File: src/rtl/pad_gpio_ctrl.sv
// pad_gpio_ctrl: registered control stage for a bank of bidirectional pads.
// Drives pad data/tristate from core registers. Each returned pad value goes
// through a two-flop synchroniser, an optional per-bit glitch filter and a
// rise/fall edge detector that feeds the interrupt logic.
module pad_gpio_ctrl #(
    parameter int WIDTH       = 8,
    parameter int FILT_CYCLES = 4
) (
    input  logic             CLK,
    input  logic             RESET,
    input  logic [WIDTH-1:0] out_data,
    input  logic [WIDTH-1:0] out_en,
    input  logic             filt_en,
    output logic [WIDTH-1:0] pad_o,
    output logic [WIDTH-1:0] pad_t,
    input  logic [WIDTH-1:0] pad_i,
    output logic [WIDTH-1:0] in_data,
    output logic [WIDTH-1:0] rise_irq,
    output logic [WIDTH-1:0] fall_irq
);

    // Counter wide enough to hold FILT_CYCLES; the accept point is one below it
    // because the cycle that sees the last stable sample also commits it.
    localparam int            CW       = $clog2(FILT_CYCLES + 1);
    localparam logic [CW-1:0] CNT_LAST = CW'(FILT_CYCLES - 1);

    logic [WIDTH-1:0] pad_o_reg;
    logic [WIDTH-1:0] pad_t_reg;
    logic [WIDTH-1:0] s1_reg;
    logic [WIDTH-1:0] s2_reg;
    logic [WIDTH-1:0] in_data_reg;
    logic [WIDTH-1:0] in_data_next;
    logic [WIDTH-1:0] rise_reg;
    logic [WIDTH-1:0] fall_reg;

    // Output path: register core value and enable; reset parks every pad hi-Z.
    always_ff @(posedge CLK) begin
        if (RESET) begin
            pad_o_reg <= '0;
            pad_t_reg <= '1;
        end else begin
            pad_o_reg <= out_data;
            pad_t_reg <= ~out_en;
        end
    end

    // Two-flop synchroniser for the asynchronous pad return value.
    always_ff @(posedge CLK) begin
        if (RESET) begin
            s1_reg <= '0;
            s2_reg <= '0;
        end else begin
            s1_reg <= pad_i;
            s2_reg <= s1_reg;
        end
    end

    // Per-bit glitch filter: each bit owns its own stability counter.
    generate
        for (genvar gi = 0; gi < WIDTH; gi++) begin : g_filt
            logic [CW-1:0] cnt_reg;
            logic [CW-1:0] cnt_next;
            logic          bit_next;

            // Accept s2 immediately in bypass, otherwise only after it has
            // differed from the stored value for FILT_CYCLES samples in a row.
            always_comb begin
                bit_next = in_data_reg[gi];
                cnt_next = '0;
                if (!filt_en) begin
                    bit_next = s2_reg[gi];
                end else if (s2_reg[gi] != in_data_reg[gi]) begin
                    if (cnt_reg == CNT_LAST) begin
                        bit_next = s2_reg[gi];
                    end else begin
                        cnt_next = cnt_reg + CW'(1);
                    end
                end
            end

            // Counter state; reset discards any pending change.
            always_ff @(posedge CLK) begin
                if (RESET) begin
                    cnt_reg <= '0;
                end else begin
                    cnt_reg <= cnt_next;
                end
            end

            assign in_data_next[gi] = bit_next;
        end
    endgenerate

    // Filtered value plus edge pulses, registered together so a pulse lines
    // up with the first cycle the new in_data is visible.
    always_ff @(posedge CLK) begin
        if (RESET) begin
            in_data_reg <= '0;
            rise_reg    <= '0;
            fall_reg    <= '0;
        end else begin
            in_data_reg <= in_data_next;
            rise_reg    <= in_data_next & ~in_data_reg;
            fall_reg    <= ~in_data_next & in_data_reg;
        end
    end

    assign pad_o    = pad_o_reg;
    assign pad_t    = pad_t_reg;
    assign in_data  = in_data_reg;
    assign rise_irq = rise_reg;
    assign fall_irq = fall_reg;

endmodule

File: config.mk
export PLATFORM = sky130hd
export DESIGN_NAME = pad_gpio_ctrl
export DESIGN_NICKNAME = d
export VERILOG_FILES = /design/src/rtl/pad_gpio_ctrl.sv
export SDC_FILE = /design/constraint.sdc
export NUM_CORES = 1
export LEC_CHECK = 0
export ABC_AREA = 1
export CAP_MARGIN = 20
export CORE_UTILIZATION = 43
export CTS_CLUSTER_DIAMETER = 100
export CTS_CLUSTER_SIZE = 30
export DETAILED_ROUTE_END_ITERATION = 8
export HOLD_SLACK_MARGIN = 0.12
export PLACE_DENSITY_LB_ADDON = 0.08
export SLEW_MARGIN = 20
export SYNTH_ARGS = -nofsm -noshare
export SYNTH_HDL_FRONTEND = slang
export SYNTH_SLANG_ARGS = --single-unit
export TNS_END_PERCENT = 1
File: constraint.sdc
create_clock -name CLK -period 2.36 [get_ports CLK]
set_clock_uncertainty 0.2 [all_clocks]
set_input_delay 0.708 -clock CLK [delete_from_list [all_inputs] [get_ports CLK]]
set_output_delay 0.708 -clock CLK [all_outputs]
set_load 0.01 [all_outputs]
==> results summary <==
The post-CTS setup buffer count is 0. The XOR/XNOR share of the synthesized area is 0%. Global routing finished with a remaining overflow of 0. The repair_antennas step left the layout with diodes totalling 0. Summed over all nets, the half-perimeter wirelength after detailed placement is 3090 µm. The number of buffers inserted for hold repair after clock tree synthesis came out at 0. The register cell area after layout is roughly 0.0016 mm².

The portion of the post-synthesis area used by sequential elements is between 50 and 60%. The netlist area before placement came out at ~0.0028 mm². The count of input and output buffers is 66. The post-synthesis share of cell area spent on full adders, half adders and majority gates came out at 7.18%. The clock root buffer is sky130_fd_sc_hd__clkbuf_8.

The number of clock sinks is 80. Summed over all cells, the static leakage comes to ~1.6 nW. In this run the deepest clock path goes through 2 buffers. The placer congestion estimate came out at between 0.7 and 0.8.

The global-route wire length before repair is between 7000 and 8000 µm. The number of rows in the core area came out at 28. The overall fraction of global-route tracks in use is 15.0%. In this run, the number of DRC markers left after iteration 0 of detailed routing was 36.

The ratio of final minimum period to clock period is 93.3%. The effective utilization at floorplan came out at between 40 and 50%. The maximum VDD drop is ~0.00045 V. The nature of the critical path startpoint is a flop. The slew at the pin closest to its max-slew limit came out at roughly 350 ps.

Yosys instantiated no cell more often than sky130_fd_sc_hd__dfxtp_1. The maximum number of pins on one net before global-route repair is 25. The largest family of logic cells by synthesized area is simple AND/OR/NAND/NOR gates.

The signal on the critical path passes through clkdlybuf4s50_1. The total I/O pin count is 67. Yosys printed 0 warnings. The multiplexer area fraction after synthesis came out at 0%.

By count the netlist is led by sky130_fd_sc_hd__dfxtp_1, sky130_fd_sc_hd__nor2_1, sky130_fd_sc_hd__inv_1. For the worst setup path, the data required time is 1450 ps. In the final routed layout, each cell accounts on average for ~9 µm. The cell area power density is 678 mW/mm². Synthesis handed over a netlist of 326 instances.

The overall die width came out at between 80 and 90 µm. The die outline height is between 80 and 90 µm. In the synthesized netlist the dominant register cell turns out to be sky130_fd_sc_hd__dfxtp_1. The clock tree synthesis step divided the H-tree into 3 levels. The final max-slew violation count came out at 0. The detailed-route DRC error count is 0. The register with the most flip-flops in the layout has 24 of them. The setup path with the least slack is of type reg2out. Grouping stages by cell kind, the critical path spends the most delay in buffers and inverters.

Clock latency on the worst-skew pair, taken at its later pin, is ~340 ps. The area of the die came out at 0.00681 mm². The clock-pin slew of the registers on the worst-case setup and hold paths came out at roughly 70 ps. Across the run, the number of max-cap violations was 0. The number of nets produced by synthesis came out at 369. The fraction of final layout cells with drive strength greater than 1 is 8.98%.

The number of fill cells is just under 600. The number of global-route vias before repair came out at ~1800. TritonCTS created 9 clock buffers. Together, buffers and inverters on the worst path number 1. In this run the tightest slew margin relative to its limit is around three quarters. The number of vias after detailed routing came out at 1996. The simple-gate portion of the synthesized area came out at around a quarter. The final hold slack came out at just over 200 ps.

The sum of negative setup slack is 0 ps. The slowest cell on the critical path is sky130_fd_sc_hd__clkdlybuf4s50_1. The share of flip-flops with an asynchronous set or reset came out at 0%. The tightest min-delay check is of the reg2reg type.

The number of antenna violations at the first check in global routing came out at 0. The number of flops mapped to enable cells by yosys is 0. The final setup violation count is 0. The peak per-stage delay on the critical path is 570 ps. Dividing the detail-routed via count by the number of cells gives roughly 4.2. The synthesized-area fraction occupied by ao, oa, aoi and oai cells is 0%. By area the synthesized netlist is led by sky130_fd_sc_hd__dfxtp_1, sky130_fd_sc_hd__nor2_1, sky130_fd_sc_hd__inv_1, sky130_fd_sc_hd__nand2_1, sky130_fd_sc_hd__ha_1.

The highest clock rate came out at approximately 450 MHz. The flip-flop and latch count after synthesis came out at 80. For this run, the detailed router's first-pass iteration total came to 4.

The post-cts sizing count came out at 0. Once detail routing completed, the nets flagged for antenna violations numbered 0. The share of the synthesized area in the top cell type is a little under three fifths.

The final hold violation count is 0. The multi-input combinational cell area came out at approximately 880 µm². The average size of a mapped cell is 8.55 µm².

Setup repair after global routing left no endpoint under its margin. The synthesized design spends more area on one cell type than any other, namely sky130_fd_sc_hd__dfxtp_1. The worst setup path is captured at an output port. TritonCTS built the clock tree. The worst path needs around 2200 ps of the cycle, external delays included. Compared with the post-synthesis result, the final layout area differs by 31.3%. The worst endpoint data arrival time is between 1000 and 1500 ps. The flow ran to the end, and the final reports show no timing, DRC or antenna violations. The layout net count came out at approximately 440. The area of the core region is just over 0.006 mm². The total wirelength of the detailed-routed design is roughly 4400 µm. The post-synthesis cell type count is 13. The maximum fanout count along the critical path is 5.
## through the flow
| step | worst slack (ps) | cells | utilization [%] | cell area [µm²] | power (mW) |
|---|---|---|---|---|---|
| after global placement | 364 | 463 | 57.4 | 3500 | 1.66 |
| final | 159 | 476 | 60.0 | 3660 | 2.48 |
| after detailed placement | 333 | 463 | 57.4 | 3500 | 1.66 |
| after CTS | 141 | 476 | 60.0 | 3660 | 2.51 |
| after global routing | 89.1 | 476 | 60.0 | 3660 | 2.60 |
| after floorplan | 910 | 326 | - | 2790 | 1.56 |
## power by group
group          internal [mW]  leakage (nW)  switching (mW)
sequential              1.39         0.655          0.0185
combinational          0.115         0.897           0.102
clock                  0.421        0.0842           0.431
total                   1.93          1.64           0.551
## per-layer routing
layer | up-vias | track usage (%) | wire length [µm]
met5 | - | 0 | 0
met1 | 858 | 16.5 | 1990
met4 | 0 | 9.31 | 112
met2 | 42 | 25.3 | 2010
li1 | 1088 | - | -
met3 | 8 | 4.62 | 245
## path summary, 6_finish.rpt
| path | slack [ps] | start | endpoint | depth (start not counted) |
|---|---|---|---|---|
| worst min register to register | 200 | s1_reg[6]$_SDFF_PP0_ | s2_reg[6]$_SDFF_PP0_ | 2 |
| worst min-delay path | 200 | s1_reg[6]$_SDFF_PP0_ | s2_reg[6]$_SDFF_PP0_ | 2 |
| worst max-delay path | 160 | in_data[6]$_SDFF_PP0_ | in_data[6] | 1 |
| worst max register to register | 990 | g_filt[4].cnt_reg[0]$_SDFF_PP0_ | g_filt[4].cnt_reg[1]$_SDFF_PP0_ | 7 |
## layout make-up
class                           instances  area share (%)
Multi-Input combinational cell        174            24.1
Inverter                               65            6.67
Tap cell                               75            2.56
Sequential cell                        80            43.8
Clock buffer                           12            4.24
Clock inverter                          1           0.137
Timing Repair Buffer                   69            18.5
## cell families (layout without fill, tap and decap cells)
| family | after synthesis | in the layout |
|---|---|---|
| simple gates | 158 | 158 |
| flops | 80 | 80 |
| buf+inv | 72 | 147 |
| fa+ha+maj | 16 | 16 |
## layout by cell type (no fill, tap or decap), drive strengths merged
| cell type | count |
|---|---|
| nand2 | 67 |
| nor3 | 5 |
| clkdlybuf4s50 | 65 |
| inv | 65 |
| ha | 16 |
| nor2 | 78 |
| clkbuf | 12 |
| buf | 4 |
| nand3 | 8 |
| clkinv | 1 |
| dfxtp | 80 |
(Power assumes the default switching activity.)
